==> config.mk <==
export PLATFORM = sky130hd
export DESIGN_NAME = cdb_arbiter_flat
export DESIGN_NICKNAME = d
export VERILOG_FILES = /design/src/rtl/cdb_arbiter_if.sv /design/src/rtl/cdb_arbiter.sv /design/src/flat_wrapper.sv
export SDC_FILE = /design/constraint.sdc
export NUM_CORES = 1
export LEC_CHECK = 0
export BUFFER_PORTS_ARGS = -buffer_cell sky130_fd_sc_hd__buf_2
export CAP_MARGIN = 20
export CORE_UTILIZATION = 55
export CTS_CLUSTER_DIAMETER = 30
export CTS_CLUSTER_SIZE = 40
export DETAILED_ROUTE_END_ITERATION = 16
export HOLD_SLACK_MARGIN = 0.02
export PLACE_DENSITY = 0.81
export SLEW_MARGIN = 15
export SYNTH_ARGS = -nofsm -noshare
export SYNTH_HDL_FRONTEND = slang
export SYNTH_SLANG_ARGS = --single-unit
export TNS_END_PERCENT = 20
==> constraint.sdc <==
create_clock -name clk_in -period 18.7 [get_ports clk_in]
set_clock_uncertainty 0.15 [all_clocks]
set_input_delay 0 -clock clk_in [delete_from_list [all_inputs] [get_ports clk_in]]
set_output_delay 0 -clock clk_in [all_outputs]
set_load 0.02 [all_outputs]
==> src/rtl/cdb_arbiter_if.sv <==
// Common data bus arbiter interface.
// Groups the three result sources (valid/tag/value/address offers and the
// per-source accept flags) and the registered broadcast bus.
//   master : the producer side (functional units) and bus consumers
//   slave  : the arbiter itself
interface cdb_arbiter_if #(
  parameter int TAG_W  = 4,
  parameter int DATA_W = 32
);
  logic [2:0]        src_valid;
  logic [TAG_W-1:0]  src_tag0;
  logic [TAG_W-1:0]  src_tag1;
  logic [TAG_W-1:0]  src_tag2;
  logic [DATA_W-1:0] src_val0;
  logic [DATA_W-1:0] src_val1;
  logic [DATA_W-1:0] src_val2;
  logic [DATA_W-1:0] src_addr0;
  logic [DATA_W-1:0] src_addr1;
  logic [DATA_W-1:0] src_addr2;
  logic [2:0]        src_ready;
  logic              cdb_active;
  logic [TAG_W-1:0]  cdb_tag;
  logic [DATA_W-1:0] cdb_val;
  logic [DATA_W-1:0] cdb_addr;

  modport master (
    output src_valid, src_tag0, src_tag1, src_tag2,
           src_val0, src_val1, src_val2,
           src_addr0, src_addr1, src_addr2,
    input  src_ready, cdb_active, cdb_tag, cdb_val, cdb_addr
  );

  modport slave (
    input  src_valid, src_tag0, src_tag1, src_tag2,
           src_val0, src_val1, src_val2,
           src_addr0, src_addr1, src_addr2,
    output src_ready, cdb_active, cdb_tag, cdb_val, cdb_addr
  );
endinterface

==> src/rtl/cdb_arbiter.sv <==
// Common data bus arbiter.
// Three result sources (ALU RS, load/store buffer, branch unit) each own one
// holding entry. Valid entries are granted round-robin, one per cycle, onto a
// registered broadcast bus (cdb_active pulses for one cycle per grant).
// Ports:
//   clk_in  - clock, rising edge
//   rst_in  - asynchronous active-high reset
//   rdy_in  - global ready; low freezes every piece of state
//   flush   - synchronous misprediction flush (drops held entries)
//   bus     - cdb_arbiter_if.slave: source offers, src_ready, cdb_* outputs
// Tag value 0 is the None tag and is never captured or broadcast.
module cdb_arbiter #(
  parameter int TAG_W  = 4,
  parameter int DATA_W = 32
) (
  input  logic          clk_in,
  input  logic          rst_in,
  input  logic          rdy_in,
  input  logic          flush,
  cdb_arbiter_if.slave  bus
);

  logic [2:0]        hold_valid_r;
  logic [TAG_W-1:0]  hold_tag_r  [3];
  logic [DATA_W-1:0] hold_val_r  [3];
  logic [DATA_W-1:0] hold_addr_r [3];
  logic [1:0]        rr_ptr_r;

  logic              cdb_active_r;
  logic [TAG_W-1:0]  cdb_tag_r;
  logic [DATA_W-1:0] cdb_val_r;
  logic [DATA_W-1:0] cdb_addr_r;

  logic [TAG_W-1:0]  src_tag_s  [3];
  logic [DATA_W-1:0] src_val_s  [3];
  logic [DATA_W-1:0] src_addr_s [3];
  logic [2:0]        grant_s;
  logic [2:0]        src_ready_s;
  logic [2:0]        accept_s;
  logic [1:0]        rr_next_s;
  logic [TAG_W-1:0]  sel_tag_s;
  logic [DATA_W-1:0] sel_val_s;
  logic [DATA_W-1:0] sel_addr_s;

  assign src_tag_s[0]  = bus.src_tag0;
  assign src_tag_s[1]  = bus.src_tag1;
  assign src_tag_s[2]  = bus.src_tag2;
  assign src_val_s[0]  = bus.src_val0;
  assign src_val_s[1]  = bus.src_val1;
  assign src_val_s[2]  = bus.src_val2;
  assign src_addr_s[0] = bus.src_addr0;
  assign src_addr_s[1] = bus.src_addr1;
  assign src_addr_s[2] = bus.src_addr2;

  // Round-robin grant: first valid entry at or after rr_ptr_r, wrapping 2 -> 0
  always_comb begin
    grant_s = 3'b000;
    case (rr_ptr_r)
      2'd0: begin
        if (hold_valid_r[0])      grant_s = 3'b001;
        else if (hold_valid_r[1]) grant_s = 3'b010;
        else if (hold_valid_r[2]) grant_s = 3'b100;
        else                      grant_s = 3'b000;
      end
      2'd1: begin
        if (hold_valid_r[1])      grant_s = 3'b010;
        else if (hold_valid_r[2]) grant_s = 3'b100;
        else if (hold_valid_r[0]) grant_s = 3'b001;
        else                      grant_s = 3'b000;
      end
      2'd2: begin
        if (hold_valid_r[2])      grant_s = 3'b100;
        else if (hold_valid_r[0]) grant_s = 3'b001;
        else if (hold_valid_r[1]) grant_s = 3'b010;
        else                      grant_s = 3'b000;
      end
      default: grant_s = 3'b000;
    endcase
  end

  // Granted entry select and pointer advance past the winner
  always_comb begin
    sel_tag_s  = hold_tag_r[0];
    sel_val_s  = hold_val_r[0];
    sel_addr_s = hold_addr_r[0];
    rr_next_s  = rr_ptr_r;
    case (grant_s)
      3'b001: begin
        sel_tag_s  = hold_tag_r[0];
        sel_val_s  = hold_val_r[0];
        sel_addr_s = hold_addr_r[0];
        rr_next_s  = 2'd1;
      end
      3'b010: begin
        sel_tag_s  = hold_tag_r[1];
        sel_val_s  = hold_val_r[1];
        sel_addr_s = hold_addr_r[1];
        rr_next_s  = 2'd2;
      end
      3'b100: begin
        sel_tag_s  = hold_tag_r[2];
        sel_val_s  = hold_val_r[2];
        sel_addr_s = hold_addr_r[2];
        rr_next_s  = 2'd0;
      end
      default: rr_next_s = rr_ptr_r;
    endcase
  end

  // An entry being granted this cycle may be refilled on the same edge
  assign src_ready_s = {3{rdy_in & ~flush}} & (~hold_valid_r | grant_s);

  // Offers tagged None are consumed by the handshake but never stored
  always_comb begin
    accept_s = 3'b000;
    for (int i = 0; i < 3; i++) begin
      accept_s[i] = bus.src_valid[i] & src_ready_s[i] &
                    (src_tag_s[i] != {TAG_W{1'b0}});
    end
  end

  // Holding entries, round-robin pointer and broadcast registers
  always_ff @(posedge clk_in or posedge rst_in) begin
    if (rst_in) begin
      hold_valid_r <= 3'b000;
      for (int i = 0; i < 3; i++) begin
        hold_tag_r[i]  <= {TAG_W{1'b0}};
        hold_val_r[i]  <= {DATA_W{1'b0}};
        hold_addr_r[i] <= {DATA_W{1'b0}};
      end
      rr_ptr_r     <= 2'd0;
      cdb_active_r <= 1'b0;
      cdb_tag_r    <= {TAG_W{1'b0}};
      cdb_val_r    <= {DATA_W{1'b0}};
      cdb_addr_r   <= {DATA_W{1'b0}};
    end else if (rdy_in) begin
      if (flush) begin
        hold_valid_r <= 3'b000;
        rr_ptr_r     <= 2'd0;
        cdb_active_r <= 1'b0;
        cdb_tag_r    <= {TAG_W{1'b0}};
      end else begin
        for (int i = 0; i < 3; i++) begin
          if (accept_s[i]) begin
            hold_valid_r[i] <= 1'b1;
            hold_tag_r[i]   <= src_tag_s[i];
            hold_val_r[i]   <= src_val_s[i];
            hold_addr_r[i]  <= src_addr_s[i];
          end else if (grant_s[i]) begin
            hold_valid_r[i] <= 1'b0;
          end else begin
            hold_valid_r[i] <= hold_valid_r[i];
          end
        end
        if (|grant_s) begin
          cdb_active_r <= 1'b1;
          cdb_tag_r    <= sel_tag_s;
          cdb_val_r    <= sel_val_s;
          cdb_addr_r   <= sel_addr_s;
          rr_ptr_r     <= rr_next_s;
        end else begin
          cdb_active_r <= 1'b0;
          cdb_tag_r    <= {TAG_W{1'b0}};
        end
      end
    end else begin
      rr_ptr_r <= rr_ptr_r;
    end
  end

  assign bus.src_ready  = src_ready_s;
  assign bus.cdb_active = cdb_active_r;
  assign bus.cdb_tag    = cdb_tag_r;
  assign bus.cdb_val    = cdb_val_r;
  assign bus.cdb_addr   = cdb_addr_r;

endmodule

==> src/flat_wrapper.sv <==
// flat-port wrapper written by rule: the top's interface ports become plain ports
module cdb_arbiter_flat 
#(
  parameter int TAG_W  = 4,
  parameter int DATA_W = 32
)
  (clk_in, rst_in, rdy_in, flush, bus_src_valid, bus_src_tag0, bus_src_tag1, bus_src_tag2, bus_src_val0, bus_src_val1, bus_src_val2, bus_src_addr0, bus_src_addr1, bus_src_addr2, bus_src_ready, bus_cdb_active, bus_cdb_tag, bus_cdb_val, bus_cdb_addr);
  cdb_arbiter_if #(.TAG_W(TAG_W), .DATA_W(DATA_W)) bus_i ();
  input  logic clk_in;
  input  logic rst_in;
  input  logic rdy_in;
  input  logic flush;
  input wire logic [$bits(bus_i.src_valid)-1:0] bus_src_valid;
  input wire logic [$bits(bus_i.src_tag0)-1:0] bus_src_tag0;
  input wire logic [$bits(bus_i.src_tag1)-1:0] bus_src_tag1;
  input wire logic [$bits(bus_i.src_tag2)-1:0] bus_src_tag2;
  input wire logic [$bits(bus_i.src_val0)-1:0] bus_src_val0;
  input wire logic [$bits(bus_i.src_val1)-1:0] bus_src_val1;
  input wire logic [$bits(bus_i.src_val2)-1:0] bus_src_val2;
  input wire logic [$bits(bus_i.src_addr0)-1:0] bus_src_addr0;
  input wire logic [$bits(bus_i.src_addr1)-1:0] bus_src_addr1;
  input wire logic [$bits(bus_i.src_addr2)-1:0] bus_src_addr2;
  output wire logic [$bits(bus_i.src_ready)-1:0] bus_src_ready;
  output wire logic [$bits(bus_i.cdb_active)-1:0] bus_cdb_active;
  output wire logic [$bits(bus_i.cdb_tag)-1:0] bus_cdb_tag;
  output wire logic [$bits(bus_i.cdb_val)-1:0] bus_cdb_val;
  output wire logic [$bits(bus_i.cdb_addr)-1:0] bus_cdb_addr;
  assign bus_i.src_valid = bus_src_valid;
  assign bus_i.src_tag0 = bus_src_tag0;
  assign bus_i.src_tag1 = bus_src_tag1;
  assign bus_i.src_tag2 = bus_src_tag2;
  assign bus_i.src_val0 = bus_src_val0;
  assign bus_i.src_val1 = bus_src_val1;
  assign bus_i.src_val2 = bus_src_val2;
  assign bus_i.src_addr0 = bus_src_addr0;
  assign bus_i.src_addr1 = bus_src_addr1;
  assign bus_i.src_addr2 = bus_src_addr2;
  assign bus_src_ready = bus_i.src_ready;
  assign bus_cdb_active = bus_i.cdb_active;
  assign bus_cdb_tag = bus_i.cdb_tag;
  assign bus_cdb_val = bus_i.cdb_val;
  assign bus_cdb_addr = bus_i.cdb_addr;
  cdb_arbiter #(.TAG_W(TAG_W), .DATA_W(DATA_W)) u_core (.clk_in(clk_in), .rst_in(rst_in), .rdy_in(rdy_in), .flush(flush), .bus(bus_i));
endmodule
## Yosys cells after proc, flatten, opt, wreduce, memory -nomap -nowiden

Cells that the tools add are included.
Widths: inputs -> output; s select.

| word-level totals | value |
|---|---|
| memories | 0 |
| ROM bits | 0 |
| word-level logic and storage cells | 78 |
| register bits | 278 |
| bits in writable memories | 0 |
| latch bits | 0 |
| output and inout port bits | 72 |

| cells by class | value |
|---|---|
| shift operators | 0 |
| reductions and logical operators | 18 |
| add/subtract/negate cells | 0 |
| magnitude comparators | 0 |
| eq/ne operators | 5 |
| bitwise gates (word level) | 11 |
| multipliers | 0 |
| multiplexer cells | 27 |
| div/mod/pow operators | 0 |

Operators by type and width:

| kind | number |
|---|---|
| $pmux 32 s2 | 2 |
| $mux 3 | 8 |
| $reduce_bool 4->1 | 4 |
| $reduce_and 3->1 | 5 |
| $mux 1 | 9 |
| $pmux 3 s3 | 1 |
| $reduce_bool 3->1 | 3 |
| $mux 4 | 2 |
| $pmux 4 s2 | 1 |
| $and 1x1->1 | 7 |
| $mux 2 | 3 |
| $pmux 2 s3 | 1 |
| $reduce_and 2->1 | 3 |
| $and 3x3->3 | 1 |
| $eq 3x1->1 const B | 1 |
| $eq 3x2->1 const B | 1 |
| $eq 3x3->1 const B | 1 |
| $not 3->3 | 1 |
| $or 3x3->3 | 1 |
| $reduce_or 3->1 | 1 |
| $eq 2x1->1 const B | 1 |
| $eq 2x2->1 const B | 1 |
| $logic_not 2->1 | 1 |
| $reduce_bool 2->1 | 1 |
| $not 1->1 | 1 |

## Depth between registers and ports, before layout

| depth | value |
|---|---|
| word-level depth | 10 |
| mapped depth | 7 |

## Worst setup path before layout

OpenSTA, ideal clock, no wires.

| timing | value |
|---|---|
| path kind | register to register |
| from | reg u_core.rr_ptr_r[0] |
| to | reg u_core.hold_val_r[10] (netlist name) |
| setup time | 0.127 ns |
| path buffers | 3 |
| stages on the path, launching flop included | 8 |
| setup slack | 16.700 ns |
| arrival | 1.722 ns |
| cells stage by stage | dfrtp_1 -> buf_2 -> nor3b_1 -> nor2_2 -> o21ai_2 -> buf_4 -> buf_6 -> mux2_1 |

| between the ends | value |
|---|---|
| word-level cells in the longest chain between the ends | 7 |
| elaborated cells between the ends (all ways) | 9 |
| classes of those cells | eq/ne (2); mux (1); bitwise (4); reduce/logical (2) |

Ends and longest elaborated chain:

| what | line | RTL |
|---|---|---|
| from (decl) | cdb_arbiter.sv:27 | `logic [1:0] rr_ptr_r;` |
| from (signal assigned) | cdb_arbiter.sv:160 | `rr_ptr_r <= rr_next_s;` |
| from (signal assigned) | cdb_arbiter.sv:167 | `rr_ptr_r <= rr_ptr_r;` |
| $eq 2x2->1, or another cell as far along | cdb_arbiter.sv:58 | `case (rr_ptr_r)` |
| $pmux 3 s3 * | cdb_arbiter.sv:58 |  |
| $or 3x3->3 * | cdb_arbiter.sv:111 | `assign src_ready_s = {3{rdy_in & ~flush}} & (~hold_valid_r \| grant_s);` |
| $and 3x3->3 * | cdb_arbiter.sv:111 |  |
| $and 1x1->1 * (2 in series) | cdb_arbiter.sv:117 | `accept_s[i] = bus.src_valid[i] & src_ready_s[i] &` |
| $reduce_and 3->1 (no line) * | - |  |
| to (signal, indexed assignment) | cdb_arbiter.sv:128 | `hold_val_r[i] <= {DATA_W{1'b0}};` |
| to (signal, indexed assignment) | cdb_arbiter.sv:147 | `hold_val_r[i] <= src_val_s[i];` |
| to (decl) | cdb_arbiter.sv:25 | `logic [DATA_W-1:0] hold_val_r [3];` |

Mark *: on every way between the ends. The rest lies on a longest branch, timed or not.
A chain may end at the register's enable or synchronous reset.

## Worst setup path after layout

| timing | value |
|---|---|
| from | reg u_core.hold_valid_r[0] |
| to | reg u_core.hold_val_r[16] (netlist name) |

| between the ends | value |
|---|---|
| word-level cells in the longest chain between the ends | 7 |

Ends and longest elaborated chain:

| what | line | RTL |
|---|---|---|
| from (decl) | cdb_arbiter.sv:23 | `logic [2:0] hold_valid_r;` |
| from (signal, indexed assignment) | cdb_arbiter.sv:152 | `hold_valid_r[i] <= hold_valid_r[i];` |
| $mux 3 | cdb_arbiter.sv:60 | `if (hold_valid_r[0]) grant_s = 3'b001;` |
| $pmux 3 s3 | cdb_arbiter.sv:58 |  |
| $or 3x3->3 | cdb_arbiter.sv:111 |  |
| $and 3x3->3 | cdb_arbiter.sv:111 |  |
| $and 1x1->1 (2 in series) | cdb_arbiter.sv:117 |  |
| $reduce_and 3->1 (no line) | - |  |

No other way between the ends.

==> impl_metrics.csv <==
group,metric,value,unit
yosys,synth_edf_count,0,
yosys,synth_seq_cells,278,
routing,detail_route.vias_per_cell,5.998,
yosys,ys_warn_count,0,
finish,area_growth,49.35,%
sta,max_slew.worst_pin.slew,996.3,ps
routing,drt_wl_total,40260,um
sta,tns,0,ps
routing,drtIter0Drc,832,
global_route,first_global_vias,11454,
placement,gp_congestion,0.8201,
floorplan,die_x,146.1,um
cts,clock-root-buffer,"clkbuf_16",
finish,drive_gt1_share,38.49,%
routing,drc,0,
sta,worst_slack,15300,ps
yosys,synth_simple_gate_area_share,4.866,%
yosys,async_reset_ff_share,100.0,%
status,status,"completed",
sta,report.final.hold_viol_count,0,
power,p_per_area,143.4,nW/um^2
placement,dp.cells,1361,
global_route,grt_pass1_wl,62990,um
yosys,synth_mux_area_share,20.35,%
flow_run,max_cap_viol_count,0,
cts,clk_path_buf_depth,3,
floorplan,initial_core_util,56.24,%
global_route,track_usage,38.67,%
worst_hold_path,hold_class,"input pin to async pin",
worst_setup_path,required,18950,ps
floorplan,die_h,146.1,um
finish,diodes,0,
yosys,seq_area_frac_synth,60.93,%
cts,cts_tree,"built",
placement,io_buffers,282,
power,ir_drop,0.1060,mV
worst_setup_path,startpoint_type,"register",
yosys,syn-num-nets,1068,
finish,nets,1574,
sta,setup_viol,0,
floorplan,core_area,20300,um^2
floorplan,rows,52,
yosys,synthFlopType,"dfrtp_1",
floorplan,ios,283,
yosys,avgSynthCellArea,13.32,um^2
yosys,synthCells,857,
yosys,netlist_area,11420,um^2
yosys,synth-adder-area-share,0,%
cts,ctsResizeCount,0,
yosys,synth_top_family_by_area,"multiplexers",
global_route,antenna_found_initial,0,
sta,period_share,18.16,%
sta,grt_setup_unrepaired,"no",
routing,routedWlPerCell,24.07,um
placement,place_ws,15630,ps
routing,drt_pass1_iterations,5,
floorplan,dieArea,21340,um^2
cts,clk_latency,530,ps
yosys,synth_compound_gate_area_share,10.87,%
routing,drtAntennaViolNets,0,
routing,vias,10034,
yosys,synth_cell_type_count,43,
sta,max_slew_margin,33.33,%
cts,cts_inserted_buffers,51,
worst_setup_path,crit_type,"register to register",
sta,fmax,294.5,MHz
cts,cts_htree_levels,2,
yosys,synth_xor_area_share,0,%
worst_setup_path,path_max_fanout,24,
cts,clkTransAtPathRegs,50,ps
finish,instances_no_fill,1673,
power,p_leak,7.731,nW
worst_setup_path,critPathArrivalTime,3650,ps
sta,min_period,3396,ps
global_route,grt_overflow,0,
sta,drv_slew,0,
global_route,grt_start_max_net_pins,133,
placement,dp_hpwl,18810,um
cts,clock_sinks,278,
worst_setup_path,setup.worst_path.end_class,"register",
[logic make-up (layout without fill, tap and decap cells)]
family	Yosys count	after routing
AO/OA/AOI/OAI	173	173
buffers and inverters	66	612
flip-flops	278	278
multiplexers	200	200
AND/OR/NAND/NOR	140	140
[synthesized netlist by cell type, types with 2 or more instances]
library cell	count	area share (%)
mux2_2	123	12
mux2_4	19	2.5
o41ai_1	3	0.23
buf_1	3	0.099
a211o_1	2	0.15
a32o_1	5	0.44
clkbuf_1	22	0.72
o21ai_0	7	0.31
mux2_1	58	5.7
o21ai_2	2	0.15
a222oi_1	3	0.26
nand2_1	65	2.1
o2bb2ai_1	2	0.15
nor2_1	66	2.2
a32oi_1	3	0.23
a21o_1	2	0.13
a22oi_1	3	0.20
buf_6	5	0.49
dfrtp_1	278	61
nand2b_1	2	0.11
a21oi_1	68	3.0
a221oi_1	62	4.8
buf_4	6	0.39
buf_2	26	1.1
inv_1	4	0.13
[through the flow]
stage          hold WS [ps]  utilization [%]  cell area, um^2  power [mW]
2_1_floorplan        -63.90                -            11420       1.181
3_3_place_gp          61.15            64.10            13010       1.334
3_5_place_dp          65.70            64.10            13010       1.360
4_1_cts               64.61            83.97            17050       2.390
5_1_grt               73.79            84.00            17050       2.522
6_report              50.69            84.00            17050       2.446
[sequential cells by signal, summed over array words and instances, names as in the netlist]
name	flops
u_core.hold_addr_r	96
u_core.rr_ptr_r	2
u_core.hold_tag_r	12
u_core.bus.cdb_active	1
u_core.hold_valid_r	3
u_core.hold_val_r	96
u_core.bus.cdb_val	32
u_core.bus.cdb_tag	4
u_core.bus.cdb_addr	32
[cell usage in the layout (no fill, tap or decap), types with 4 or more instances in the layout]
cell,instances
o21ai_0,7
dlygate4sd3_1,218
mux2_4,19
a32o_1,5
clkinv_2,7
nor2_1,66
clkbuf_16,53
bufinv_16,9
nand2_1,65
a21oi_1,68
clkinvlp_4,7
clkbuf_1,4
dfrtp_1,278
a221oi_1,62
mux2_1,58
buf_4,14
mux2_2,123
buf_2,282
clkbuf_8,8
[per-layer routing]
layer | up-vias | track usage [%] | routed length [um]
met5 | - | 0 | 0
met4 | 0 | 20.94 | 1910
met3 | 164 | 9.406 | 3400
met2 | 641 | 67.34 | 21070
met1 | 5081 | 44.00 | 13880
li1 | 4148 | - | -
[worst max-delay path, stage by stage (launching register included)]
cell and delay (ps):
dfrtp_1 660, nor3b_1 610, nor2_2 150, o21ai_4 800, buf_4 480, mux2_2 410
[where the power goes]
part | switching [mW] | leakage [nW] | total (mW) | internal [mW]
sequential | 0.125 | 3.27 | 0.906 | 0.781
clock | 0.319 | 0.893 | 0.991 | 0.672
combinational | 0.315 | 3.57 | 0.549 | 0.234
total | 0.760 | 7.73 | 2.45 | 1.69
[cell type report]
class	instances	area (um^2)
repair buffers	515	3704
fillers	971	3248
clock inverters	28	401.6
multi-input cells	513	4178
well taps	270	337.8
inverters	4	22.52
clock buffers	65	1451
flip-flops and latches	278	6957
[what timing repair did]
item | CTS | global route
hold buffers | 218 | 0
setup buffers | 0 | 0
endpoints found under the hold margin | 345 | 0
[path summary, 6_finish.rpt]
kind	start	endpoint	slack, ps	cells after the start
worst min-delay path	rst_in	u_core.bus.cdb_tag[0]$_DFFE_PP0P_	50	3
min in group clk_in	bus_src_val2[1]	u_core.hold_val_r[1]$_DFFE_PP0P_	80	3
worst max-delay path	u_core.hold_valid_r[0]$_DFFE_PP0P_	u_core.hold_val_r[16]$_DFFE_PP0P_	15300	5
max in group asynchronous	rst_in	u_core.hold_val_r[61]$_DFFE_PP0P_	15990	5
worst min register to register	u_core.hold_addr_r[68]$_DFFE_PP0P_	u_core.hold_addr_r[68]$_DFFE_PP0P_	340	1
worst max register to register	u_core.hold_valid_r[0]$_DFFE_PP0P_	u_core.hold_val_r[16]$_DFFE_PP0P_	15300	5
(Power assumes the default switching activity.)
